## src/rtl/conv1d_job_scheduler.sv

```systemverilog
// rtl/conv1d_job_scheduler.sv - round-robin job scheduler sharing one conv1d engine
// Optional RUN watchdog abort: define CONV_SCHED_WATCHDOG_EN.
module conv1d_job_scheduler #(
  parameter int NUM_REQ     = 2,
  parameter int DATA_WIDTH  = 8,
  parameter int ACCUM_WIDTH = 24,
  parameter int INPUT_LEN   = 8,
  parameter int KERNEL_SIZE = 3,
  parameter int ADDR_WIDTH  = 4,
  parameter int RD_WIDTH    = 3,
  parameter int WDOG_CYCLES = 256,
  localparam int OUTPUT_LEN = INPUT_LEN - KERNEL_SIZE + 1,
  localparam int ID_W       = $clog2(NUM_REQ)
) (
  input  logic                          clk,
  input  logic                          rst_n,
  input  logic [NUM_REQ-1:0]            in_valid_i,
  input  logic [NUM_REQ*DATA_WIDTH-1:0] in_data_i,
  output logic [NUM_REQ-1:0]            in_ready_o,
  output logic                          res_valid_o,
  output logic [ACCUM_WIDTH-1:0]        res_data_o,
  output logic [ID_W-1:0]               res_id_o,
  output logic                          res_last_o,
  input  logic                          res_ready_i,
  output logic                          busy_o,
  output logic                          eng_start_o,
  input  logic                          eng_done_i,
  output logic                          eng_data_wen_o,
  output logic [ADDR_WIDTH-1:0]         eng_data_addr_o,
  output logic [DATA_WIDTH-1:0]         eng_data_din_o,
  output logic                          eng_weight_wen_o,
  output logic [ADDR_WIDTH-1:0]         eng_weight_addr_o,
  output logic [DATA_WIDTH-1:0]         eng_weight_din_o,
  output logic [RD_WIDTH-1:0]           eng_rd_addr_o,
  input  logic [ACCUM_WIDTH-1:0]        eng_rd_dout_i,
  output logic                          err_o
);

  typedef enum logic [2:0] {S_IDLE, S_LOAD_D, S_LOAD_W, S_START, S_RUN, S_DRAIN} state_t;

  state_t                state_q, state_d;
  logic [ID_W-1:0]       id_q, id_d;
  logic [ID_W-1:0]       rr_q, rr_d;
  logic [ADDR_WIDTH-1:0] cnt_q, cnt_d;
  logic [RD_WIDTH-1:0]   idx_q, idx_d;

  logic                  grant_vld;
  logic [ID_W-1:0]       grant_id;
  int                    gnt_j;
  logic                  word_vld;
  logic [DATA_WIDTH-1:0] word;
  logic [ID_W-1:0]       rr_next;

`ifdef CONV_SCHED_WATCHDOG_EN
  localparam int WDOG_W = $clog2(WDOG_CYCLES + 1);
  logic [WDOG_W-1:0] wdog_q, wdog_d;
`endif

  // First valid requester at or after the round-robin pointer, wrapping.
  always_comb begin
    grant_vld = 1'b0;
    grant_id  = '0;
    gnt_j     = 0;
    for (int k = 0; k < NUM_REQ; k++) begin
      gnt_j = int'(rr_q) + k;
      if (gnt_j >= NUM_REQ) gnt_j = gnt_j - NUM_REQ;
      if (!grant_vld && in_valid_i[gnt_j]) begin
        grant_vld = 1'b1;
        grant_id  = ID_W'(gnt_j);
      end
    end
  end

  assign word_vld = in_valid_i[id_q];
  assign word     = in_data_i[id_q*DATA_WIDTH +: DATA_WIDTH];
  assign rr_next  = (id_q == ID_W'(NUM_REQ - 1)) ? '0 : id_q + 1'b1;

  always_comb begin
    state_d           = state_q;
    id_d              = id_q;
    rr_d              = rr_q;
    cnt_d             = cnt_q;
    idx_d             = idx_q;
    in_ready_o        = '0;
    res_valid_o       = 1'b0;
    res_data_o        = '0;
    res_id_o          = '0;
    res_last_o        = 1'b0;
    eng_start_o       = 1'b0;
    eng_data_wen_o    = 1'b0;
    eng_data_addr_o   = '0;
    eng_data_din_o    = '0;
    eng_weight_wen_o  = 1'b0;
    eng_weight_addr_o = '0;
    eng_weight_din_o  = '0;
    eng_rd_addr_o     = '0;
    err_o             = 1'b0;
`ifdef CONV_SCHED_WATCHDOG_EN
    wdog_d            = wdog_q;
`endif
    case (state_q)
      S_IDLE: begin
        if (grant_vld) begin
          id_d    = grant_id;
          cnt_d   = '0;
          state_d = S_LOAD_D;
        end
      end
      S_LOAD_D: begin
        in_ready_o      = NUM_REQ'(1) << id_q;
        eng_data_addr_o = cnt_q;
        if (word_vld) begin
          eng_data_wen_o = 1'b1;
          eng_data_din_o = word;
          if (cnt_q == ADDR_WIDTH'(INPUT_LEN - 1)) begin
            cnt_d   = '0;
            state_d = S_LOAD_W;
          end else begin
            cnt_d = cnt_q + 1'b1;
          end
        end
      end
      S_LOAD_W: begin
        in_ready_o        = NUM_REQ'(1) << id_q;
        eng_weight_addr_o = cnt_q;
        if (word_vld) begin
          eng_weight_wen_o = 1'b1;
          eng_weight_din_o = word;
          if (cnt_q == ADDR_WIDTH'(KERNEL_SIZE - 1)) begin
            cnt_d   = '0;
            state_d = S_START;
          end else begin
            cnt_d = cnt_q + 1'b1;
          end
        end
      end
      S_START: begin
        eng_start_o = 1'b1;
        state_d     = S_RUN;
`ifdef CONV_SCHED_WATCHDOG_EN
        wdog_d      = '0;
`endif
      end
      S_RUN: begin
        if (eng_done_i) begin
          idx_d   = '0;
          state_d = S_DRAIN;
        end
`ifdef CONV_SCHED_WATCHDOG_EN
        // The abort fires in the last permitted RUN cycle, so err lasts one cycle.
        else if (wdog_q == WDOG_W'(WDOG_CYCLES - 1)) begin
          err_o   = 1'b1;
          rr_d    = rr_next;
          state_d = S_IDLE;
        end else begin
          wdog_d = wdog_q + 1'b1;
        end
`endif
      end
      S_DRAIN: begin
        eng_rd_addr_o = idx_q;
        res_valid_o   = 1'b1;
        res_data_o    = eng_rd_dout_i;
        res_id_o      = id_q;
        res_last_o    = (idx_q == RD_WIDTH'(OUTPUT_LEN - 1));
        if (res_ready_i) begin
          if (res_last_o) begin
            idx_d   = '0;
            rr_d    = rr_next;
            state_d = S_IDLE;
          end else begin
            idx_d = idx_q + 1'b1;
          end
        end
      end
      default: state_d = S_IDLE;
    endcase
  end

  assign busy_o = (state_q != S_IDLE);

  always_ff @(posedge clk or negedge rst_n) begin
    if (!rst_n) begin
      state_q <= S_IDLE;
      id_q    <= '0;
      rr_q    <= '0;
      cnt_q   <= '0;
      idx_q   <= '0;
    end else begin
      state_q <= state_d;
      id_q    <= id_d;
      rr_q    <= rr_d;
      cnt_q   <= cnt_d;
      idx_q   <= idx_d;
    end
  end

`ifdef CONV_SCHED_WATCHDOG_EN
  always_ff @(posedge clk or negedge rst_n) begin
    if (!rst_n) wdog_q <= '0;
    else        wdog_q <= wdog_d;
  end
`endif

endmodule

```

## config.mk

```make
export PLATFORM = sky130hd
export DESIGN_NAME = conv1d_job_scheduler
export DESIGN_NICKNAME = d
export VERILOG_FILES = /design/src/rtl/conv1d_job_scheduler.sv
export SDC_FILE = /design/constraint.sdc
export NUM_CORES = 1
export LEC_CHECK = 0
export ABC_AREA = 1
export BUFFER_PORTS_ARGS = -buffer_cell sky130_fd_sc_hd__buf_2
export CAP_MARGIN = 20
export CORE_UTILIZATION = 40
export DETAILED_ROUTE_END_ITERATION = 16
export GPL_TIMING_DRIVEN = 1
export PLACE_DENSITY = 0.77
export SLEW_MARGIN = 30
export SYNTH_ARGS = -nofsm -noshare
export SYNTH_HDL_FRONTEND = slang
export SYNTH_SLANG_ARGS = --single-unit
```

## constraint.sdc

```tcl
create_clock -name clk -period 2.2 [get_ports clk]
set_clock_uncertainty 0.2 [all_clocks]
set_input_delay 0.11 -clock clk [delete_from_list [all_inputs] [get_ports clk]]
set_output_delay 0.11 -clock clk [all_outputs]
set_load 0.02 [all_outputs]
```

* Word level (Yosys, flattened, before mapping)
Index checks and enable logic that the tools add are counted.
Storage, ports and cells: register bits 12, bits of input ports 46, output and inout bits 61, word-level logic and storage cells 95
Operators by class: shift operators 2, $lt $le $gt $ge 5, add/subtract/negate cells 6, mux-type cells 49, reductions and logical operators 12, eq/ne operators 16
Operators by type and width (count):
- < comparator 32 x 3 -> 1 bit, second input constant | 2
- two-way mux 32 bit | 2
- two-way mux 3 bit | 12
- two-way mux 4 bit | 7
- two-way mux 24 bit | 1
- two-way mux 8 bit | 3
- two-way mux 1 bit | 20
- one-hot mux 3 bit (6 select lines) | 1
- != test 2 bit, second input constant | 8
- indexed part select 16 x 5 -> 8 bit | 1
- one-hot mux 4 bit (3 select lines) | 1
- equality test 3 bit, second input constant | 3
- AND reduction 8 bit | 1
- equality test 3 x 2 -> 1 bit, second input constant | 2
- one-hot mux 3 bit (2 select lines) | 1
- AND reduction 3 bit | 2
- nonzero test 3 bit | 2
- adder 4 x 1 -> 4 bit, second input constant | 1
- equality test 4 x 2 -> 1 bit, second input constant | 1
- equality test 4 x 3 -> 1 bit, second input constant | 1
- AND reduction 4 bit | 1
- adder 3 x 1 -> 3 bit, second input constant | 1
- equality test 3 x 1 -> 1 bit, second input constant | 1
- logical NOT 3 bit | 1
- other kinds (14) | 14

* Logic depth before layout (Yosys ltp)
Gate-level depths: netlist of the first run.
word-level depth 11, mapped depth 10, depth with buffers taken out 10

* Worst setup path after synthesis of the first run
OpenSTA, ideal clock, no wires.
kind register -> output, start point reg state_q[1], end point out eng_rd_addr_o[0], data arrival time 1.395 ns, required time 1.890 ns, path buffers 2, path slack 0.495 ns, cell stages (with the launch flop) 8, cell sequence dfrtp_1 -> inv_1 -> nand2_2 -> nor2_4 -> inv_2 -> buf_6 -> buf_6 -> nor2_1
Between the ends: longest elaborated chain between the ends 2
RTL lines:
- from (decl) | RTL line 41 | state_t state_q, state_d;
- from (signal assigned) | RTL line 190 | state_q <= state_d;
- equality test 3 bit | RTL line 101 | case (state_q)
- two-way mux 3 bit | RTL line 101
- to (decl) | RTL line 34 | output logic [RD_WIDTH-1:0] eng_rd_addr_o,
Every way passes these cells.

* Worst setup path in the final report of the first run
start point reg id_q, end point out eng_weight_din_o[1]
Between the ends: longest elaborated chain between the ends 4, elaborated cells on any way between the ends 5, those cells by class 1 x shift; 4 x mux
RTL lines:
- from (decl) | RTL line 42 | logic [ID_W-1:0] id_q, id_d;
- from (signal assigned) | RTL line 191 | id_q <= id_d;
- branches (longest 2 deep; another with indexed part select 16 x 5 -> 8 bit)
- two-way mux 8 bit (*) | RTL line 126 | if (word_vld) begin
- two-way mux 8 bit (*) | RTL line 101
- to (decl) | RTL line 33 | output logic [DATA_WIDTH-1:0] eng_weight_din_o,
Mark *: on every way between the ends. The select of a mux whose other input is x is not followed.

==> flow_metrics.tcl, run 1 <==
set metrics [dict create \
    multiInputGateArea_sq_um 830 \
    antenna_found_initial 0 \
    slowest_stage "dfrtp_1" \
    rr_startpoint "id_q" \
    hold_class "in2reg" \
    fin_crit_sh 0.906 \
    required_ps 1890 \
    setup_viol 0 \
    drv_cap 0 \
    drt-pass1-iter-count 4 \
    drc 0 \
    fin_cells 388 \
    ir_worst_vdd_mv 0.598 \
    holdPathEnd "rr_q" \
    reg2reg_to "cnt_q[0]" \
    htree_levels 1 \
    grt_pass1_wl_um 5810 \
    io_buffer_count 105 \
    rrSetupSlack_ps 470 \
    clk_latency_ps 260 \
    cts_tree "done" \
    syn_inst 241 \
    cts_setup_buffers 0 \
    die_x_um 60.2 \
    fp.dieH_um 60.2 \
    grt_max_degree 30 \
    slew_viol_final 0 \
    core_sq_mm 0.00313 \
    cts_buffer_depth 2 \
    synthDistinctLibCells 25 \
    critPathLaunchType "flop" \
    grtUsageTotal 0.209 \
    cts_root_buf "clkbuf_4" \
    nets 394 \
    vias 1728 \
    min_path_cells 5 \
    fillCellCount 331 \
    ant_nets 0 \
    setup-tns-final_ps 0 \
    rsz0062_at_grt "no" \
    drive_above_1_share 0.390 \
    hpwl_um 3160 \
    viasPerCell 4.45 \
    reg2reg_depth 5 \
    routed_wl_um 3900 \
    synth-seq-cells 12 \
    dieArea_sq_mm 0.00362 \
    syn_to_final_growth_pct 42.6 \
    start_util 0.433 \
    grt-ovfl-total 0 \
    syn_area_sq_mm 0.00135 \
    numCtsBuffers 3 \
    critPathBufInv 1 \
    drt_iter0_drc 51 \
    hp-start "res_ready_i" \
    critPathKind "reg2out" \
    max_freq_ghz 0.502 \
    power.density_mw_per_mm2 975 \
    path_cells "o21ai_2 -> o211ai_1 -> nor2_1 -> buf_2" \
    antennaDiodeCount 0 \
    critical_path_peak_fanout 15 \
    leakage_nw 1.28 \
    ys.warnings.count 0 \
    post-route-min-period_ps 1990 \
    dpl_cell_area_sq_mm 0.00189 \
    outcome "finished, final reports clean" \
    max_stage_delay_ps 510 \
    yosysSeqAreaShare 0.222 \
    clkSinkCount 12 \
    rows 20 \
    crit_arrival_ps 1680 \
    ioPinCount 107 \
    fin_area_sq_mm 0.00193 \
    seqCellArea_sq_um 302 \
    cp_top_family "compound AO/OA/AOI/OAI gates" \
    synth_fp_nets 289 \
    avgRoutedWirePerCell_um 10.1 \
    finalHoldViolCount 0 \
    place.gp.congestion 0.773 \
    finalCoreUtilization 0.617 \
    grt_pass1_vias 1361 \
    endpoint_kind "primary output" \
    clk_pin_slew_worst_paths_ps 70 \
    dp.cells 383 \
    avgSynthCellArea_sq_um 5.62 \
]
## synth_stat cells, drive strengths merged
cell type | instances | area, sq um
nor2 | 73 | 294
nand2 | 53 | 211
inv | 43 | 161
nand3 | 18 | 100
dfrtp | 12 | 300
o211ai | 8 | 60.1
or2 | 8 | 50.1
o21ai | 7 | 38.8
buf | 6 | 51.3
a21oi | 3 | 15.0
clkbuf | 3 | 11.3
ha | 2 | 25.0
a21boi | 1 | 7.51
conb | 1 | 3.75
nand3b | 1 | 7.51
nand4 | 1 | 6.26
nor3 | 1 | 10.0
## per-layer routing
metal,wire length (um),share of wire,global-route usage,vias up
met5,0,0,0,-
li1,-,-,-,931
met2,1980,0.51,0.381,55
met1,1670,0.43,0.255,738
met4,27,0.0069,0.0266,0
met3,221,0.057,0.0411,4
## worst register-to-register path, stage by stage (launching register included)
cell	delay [ps]
dfrtp_1	510
o21ai_2	400
nor2_1	120
nor3_2	280
nand2_1	90
nand2_1	60
## cell type report
cell class	count	share of cell area
Tap cell	44	0.0285
Timing Repair Buffer	109	0.290
Clock buffer	3	0.0117
Inverter	43	0.0836
Sequential cell	12	0.156
Multi-Input combinational cell	177	0.430
## through the flow
| step | hold WS [ps] | power [mW] | setup WS, ps |
|---|---|---|---|
| after global placement | -199 | 1.74 | 467 |
| after detailed placement | -195 | 1.76 | 471 |
| final | 28.7 | 1.88 | 206 |
| after global routing | 19.5 | 2.09 | 8.87 |
| after CTS | 20.8 | 1.89 | 166 |
| after floorplan | -386 | 1.40 | 495 |
## power by group
part / internal, mW / total [mW] / leakage, nW / switching [mW]
logic: 0.439 / 1.34 / 1.11 / 0.903
clock network: 0.0631 / 0.126 / 0.0138 / 0.0629
registers: 0.299 / 0.415 / 0.157 / 0.117
## how the worst max path moves through the flow
stage                from                  end  slack, ps  cells after the start
3_3_place_gp   state_q[2]        res_data_o[9]        470                      5
6_report             id_q  eng_weight_din_o[1]        210                      4
4_1_cts        state_q[2]        res_data_o[9]        170                      5
5_1_grt              id_q  eng_weight_din_o[1]          9                      4
3_5_place_dp   state_q[2]        res_data_o[9]        470                      5
2_1_floorplan  state_q[1]     eng_rd_addr_o[0]        500                      7
## placed cells by master (no fill, tap or decap), drive strengths merged
cell type	instances
buf	107
nor2	73
nand2	53
inv	43
nand3	18
dfrtp	12
or2	8
o211ai	8
o21ai	7
a21oi	3
clkbuf	3
ha	2
dlygate4sd3	2
nand3b	1
nor3	1
nand4	1
a21boi	1
conb	1
## kinds of logic (layout without fill, tap and decap cells)
group / after synthesis / in the layout / synth area share
AO/OA/AOI/OAI: 19 / 19 / 0.0897
other: 1 / 1 / 0.00277
flip-flops: 12 / 12 / 0.222
AND/OR/NAND/NOR: 155 / 155 / 0.502
buffers and inverters: 52 / 155 / 0.165
adder cells (fa/ha/maj): 2 / 2 / 0.0185
## flip-flops by register name (all words and copies together), names as in the netlist
register and count:
cnt_q 4, idx_q 3, state_q 3, id_q 1, rr_q 1
## repair_timing
action                                  CTS  global route
resized for setup                         0             1
hold endpoints to repair                 13             0
hold buffers                              2             0
endpoints found under the setup margin    0             5
No activity file was read; power rests on OpenSTA's default activity.
==> run 2: changes to the inputs <==
--- a/config.mk
+++ b/config.mk
@@ -9,6 +9,7 @@
 export BUFFER_PORTS_ARGS = -buffer_cell sky130_fd_sc_hd__buf_2
 export CAP_MARGIN = 20
 export CORE_UTILIZATION = 40
+export CTS_BUF_LIST = sky130_fd_sc_hd__clkbuf_16
 export DETAILED_ROUTE_END_ITERATION = 16
 export GPL_TIMING_DRIVEN = 1
 export PLACE_DENSITY = 0.77
==> run 2 against run 1 <==
Power grew 10%. Die area is the same. Sequential share of layout area is 0.47 points lower. Combinational power is essentially flat. Critical path type unchanged. Clock power rose to 2.5 times the previous value. Core utilization rose by 1.6 points.
==> flow_metrics.tcl, run 2 (synthesis results as in run 1) <==
set metrics [dict create \
    outcome "finished, final reports clean" \
    fin_crit_sh 0.902 \
    cts_buffer_depth 2 \
    grt_max_degree 30 \
    fin_cells 388 \
    ir_worst_vdd_mv 0.698 \
    grtUsageTotal 0.210 \
    hp-start "res_ready_i" \
    crit_arrival_ps 1670 \
    numCtsBuffers 3 \
    io_buffer_count 105 \
    slowest_stage "dfrtp_1" \
    viasPerCell 4.45 \
    avgRoutedWirePerCell_um 10.1 \
    critPathKind "reg2out" \
    ioPinCount 107 \
    grt_pass1_vias 1356 \
    syn_to_final_growth_pct 46.4 \
    reg2reg_to "cnt_q[0]" \
    nets 394 \
    power_frac_seq 0.200 \
    min_path_cells 5 \
    top_register "cnt_q" \
    critPathBufInv 3 \
    drv_cap 0 \
    internal_power_mw 0.973 \
    endpoint_kind "primary output" \
    power_frac_clock 0.153 \
    dp.cells 383 \
    slew_viol_final 0 \
    cts_root_buf "clkbuf_16" \
    holdPathEnd "rr_q" \
    grt_use_met1 0.255 \
    fin_area_sq_mm 0.00198 \
    ant_nets 0 \
    vias 1728 \
    swShare 0.532 \
    clk_pin_slew_worst_paths_ps 40 \
    combPwrFrac 0.646 \
    start_util 0.433 \
    rr_startpoint "id_q" \
    place.gp.congestion 0.773 \
    die_x_um 60.2 \
    largest_reg_flops 4 \
    rsz0062_at_grt "no" \
    power.density_mw_per_mm2 1050 \
    critical_path_peak_fanout 29 \
    drt-pass1-iter-count 4 \
    hpwl_um 3160 \
    finalCoreUtilization 0.634 \
    rrSetupSlack_ps 470 \
    final_common_cell "buf_2" \
    reg2reg_depth 5 \
    critPathLaunchType "flop" \
    cpMostUsedCell "inv_2" \
    hold_class "in2reg" \
    reg_top3 "cnt_q (4), idx_q (3), state_q (3)" \
    setup_slack_ps 216 \
    max_freq_ghz 0.504 \
    required_ps 1890 \
    dieArea_sq_mm 0.00362 \
    core_sq_mm 0.00313 \
    leakage_nw 1.30 \
    layout.cells.most_common_list "buf_2, nor2_1, nand2_1" \
    drc 0 \
    grt.busiest_layer "met2" \
    p_total_mw 2.08 \
    htree_levels 1 \
    cts_tree "done" \
    antennaDiodeCount 0 \
    grt_util_met2 0.383 \
    antenna_found_initial 0 \
    finalHoldViolCount 0 \
    drt_iter0_drc 50 \
    grt_pass1_wl_um 5820 \
    grt-ovfl-total 0 \
    pre_cts_ws_ps 471 \
    switching_power_mw 1.11 \
    use_met3 0.0411 \
    setup_viol 0 \
    whs_ps 61.6 \
    post-route-min-period_ps 1980 \
    setup-tns-final_ps 0 \
    max_stage_delay_ps 550 \
    cp_top_family "flip-flops" \
    drive_above_1_share 0.387 \
    rows 20 \
    clk_latency_ps 240 \
    path_cells "inv_2 -> nor2_4 -> inv_2 -> nor2_1 -> buf_2" \
    fp.dieH_um 60.2 \
    dpl_cell_area_sq_mm 0.00189 \
    ctsResizeCount 0 \
    clkSinkCount 12 \
    routed_wl_um 3940 \
]
run 2: cell count changes in the layout (fill, tap and decap cells not counted):
cell / change
dfrtp_1: +1
dfrtp_2: -1
clkbuf_16: +3
clkbuf_4: -3
run 2: worst reg2reg max path: cells and delay by family (launching register included):
| family | cells | cell delay, ps |
|---|---|---|
| flops | 1 | 500 |
| compound gates | 1 | 410 |
| simple gates | 4 | 560 |
run 2: area by class of cell:
class,instances,area [sq um]
fill,325,1150
sequential,12,300
tap,44,55.1
multi-input combinational,177,830
inverter,43,161
clock buffer,3,75.1
timing repair buffer,109,561
run 2: power by group through the flow:
stage               sequential, mW  combinational [mW]  clock [mW]
CTS                          0.416                1.35       0.325
finish                       0.417                1.34       0.319
floorplan                    0.367                1.03           0
global route                 0.435                1.51       0.343
detailed placement           0.416                1.34           0
global placement             0.414                1.33           0
run 2: routing by layer:
layer	share of wire	vias to the layer above
li1	-	931
met1	0.43	736
met2	0.50	57
met3	0.056	4
met4	0.0063	0
met5	0	-
run 2: what timing repair did:
item / in CTS / in global routing
endpoints found under the hold margin: 13 / 0
buffers inserted: 0 / 0
hold buffers: 2 / 0
run 2: worst max-delay path by stage:
stage	startpoint	to	slack, ps	depth (start not counted)
6_report	state_q[2]	res_data_o[9]	220	5
5_1_grt	state_q[2]	res_data_o[18]	40	5
4_1_cts	state_q[2]	res_data_o[9]	200	5
3_5_place_dp	state_q[2]	res_data_o[9]	470	5
3_3_place_gp	state_q[2]	res_data_o[9]	470	5
2_1_floorplan	state_q[1]	eng_rd_addr_o[0]	500	7
==> run 3: changes to the inputs <==
==> constraint.sdc (replaced) <==
create_clock -name clk -period 2.2 [get_ports clk]
set_clock_uncertainty 0.2 [all_clocks]
set_input_delay 0.11 -clock clk [delete_from_list [all_inputs] [get_ports clk]]
set_output_delay 0.11 -clock clk [all_outputs]
set_load 0.005 [all_outputs]
==> run 3 against run 2 <==
Non-clock buffer count is 1 lower. Design area is 0.51% lower. Highest routed layer unchanged. Critical path type unchanged. Flip-flop and latch count stayed put. Worst hold slack worse by 56 ps. Clock power hardly changed. Largest power group unchanged. Clock-buffer cell count stayed put. Largest cell class unchanged. Final cell count is 0.26% lower.
==> flow_metrics.tcl, run 3 (synthesis results as in run 1) <==
set metrics [dict create \
    leakage_nw 1.30 \
    io_buffer_count 105 \
    cts_tree "done" \
    place.gp.congestion 0.781 \
    vias 1766 \
    grt_pass1_vias 1380 \
    clk_pin_slew_worst_paths_ps 40 \
    drive_above_1_share 0.388 \
    grtUsageTotal 0.205 \
    max_freq_ghz 0.529 \
    outcome "finished, final reports clean" \
    reg_top3 "cnt_q (4), idx_q (3), state_q (3)" \
    drt-pass1-iter-count 4 \
    post-route-min-period_ps 1890 \
    cts_buffer_depth 2 \
    required_ps 1890 \
    rsz0062_at_grt "no" \
    htree_levels 1 \
    ant_nets 0 \
    slew_viol_final 0 \
    rrSetupSlack_ps 430 \
    grt_max_degree 30 \
    largest_reg_flops 4 \
    final_common_cell "buf_2" \
    antenna_found_initial 0 \
    setup_slack_ps 309 \
    avgRoutedWirePerCell_um 10.4 \
    grt-ovfl-total 0 \
    finalCoreUtilization 0.630 \
    drc 0 \
    min_path_cells 3 \
    layout.cells.most_common_list "buf_2, nor2_1, nand2_1" \
    setup-tns-final_ps 0 \
    rows 20 \
    start_util 0.433 \
    finalHoldViolCount 0 \
    hold_class "in2reg" \
    clkSinkCount 12 \
    ctsResizeCount 0 \
    clk_latency_ps 230 \
    grt_pass1_wl_um 5740 \
    cts_hold_buf 1 \
    nets 393 \
    antennaDiodeCount 0 \
    endpoint_kind "primary output" \
    top_register "cnt_q" \
    numCtsBuffers 3 \
    ir_worst_vdd_mv 0.617 \
    dieArea_sq_mm 0.00362 \
    core_sq_mm 0.00313 \
    whs_ps 5.97 \
    critical_path_peak_fanout 29 \
    dp.cells 383 \
    crit_arrival_ps 1580 \
    syn_to_final_growth_pct 45.7 \
    drt_iter0_drc 34 \
    critPathKind "reg2out" \
    power.density_mw_per_mm2 955 \
    setup_viol 0 \
    fp.dieH_um 60.2 \
    pre_cts_ws_ps 422 \
    cts_setup_buffers 0 \
    die_x_um 60.2 \
    drv_cap 0 \
    viasPerCell 4.56 \
    hpwl_um 3190 \
    ioPinCount 107 \
    critPathLaunchType "flop" \
    fin_crit_sh 0.860 \
    fin_cells 387 \
    routed_wl_um 4020 \
    reg2reg_depth 9 \
    cts_root_buf "clkbuf_16" \
]
[run 3: through the flow]
step / area [sq um] / total power, mW
floorplan: 1350 / 1.21
global placement: 1890 / 1.53
detailed placement: 1890 / 1.55
CTS: 1970 / 1.89
global route: 1970 / 2.08
finish: 1970 / 1.88
[run 3: power breakdown]
part	switching, mW	internal, mW
Sequential	0.119	0.299
Clock	0.0853	0.236
Combinational	0.713	0.432
[run 3: final cells by class]
type	count	area, sq um
Clock buffer	3	75.1
Sequential cell	12	300
Fill cell	300	1160
Tap cell	44	55.1
Timing Repair Buffer	108	551
Multi-Input combinational cell	177	830
Inverter	43	161
[run 3: worst paths after layout]
| check | from | to |
|---|---|---|
| setup / recovery | state_q[2] | res_data_o[21] |
| hold / removal | in_valid_i[1] | id_q |
| setup reg to reg | id_q | state_q[1] |
| hold reg to reg | cnt_q[3] | cnt_q[3] |
| max in group asynchronous | rst_n | idx_q[0] |
| min in group asynchronous | rst_n | cnt_q[3] |
[run 3: layer usage]
layer / wire length (um) / global-route usage / up-vias
met2: 2040 / 0.385 / 57
met5: 0 / 0 / -
li1: - / - / 930
met3: 257 / 0.0519 / 2
met4: 5 / 0.0199 / 0
met1: 1720 / 0.238 / 777
[run 3: critical path: stages (launching register included)]
cell	delay (ps)
dfrtp_1	550
inv_2	130
nor2_4	200
inv_2	200
nor2_1	140
buf_2	120
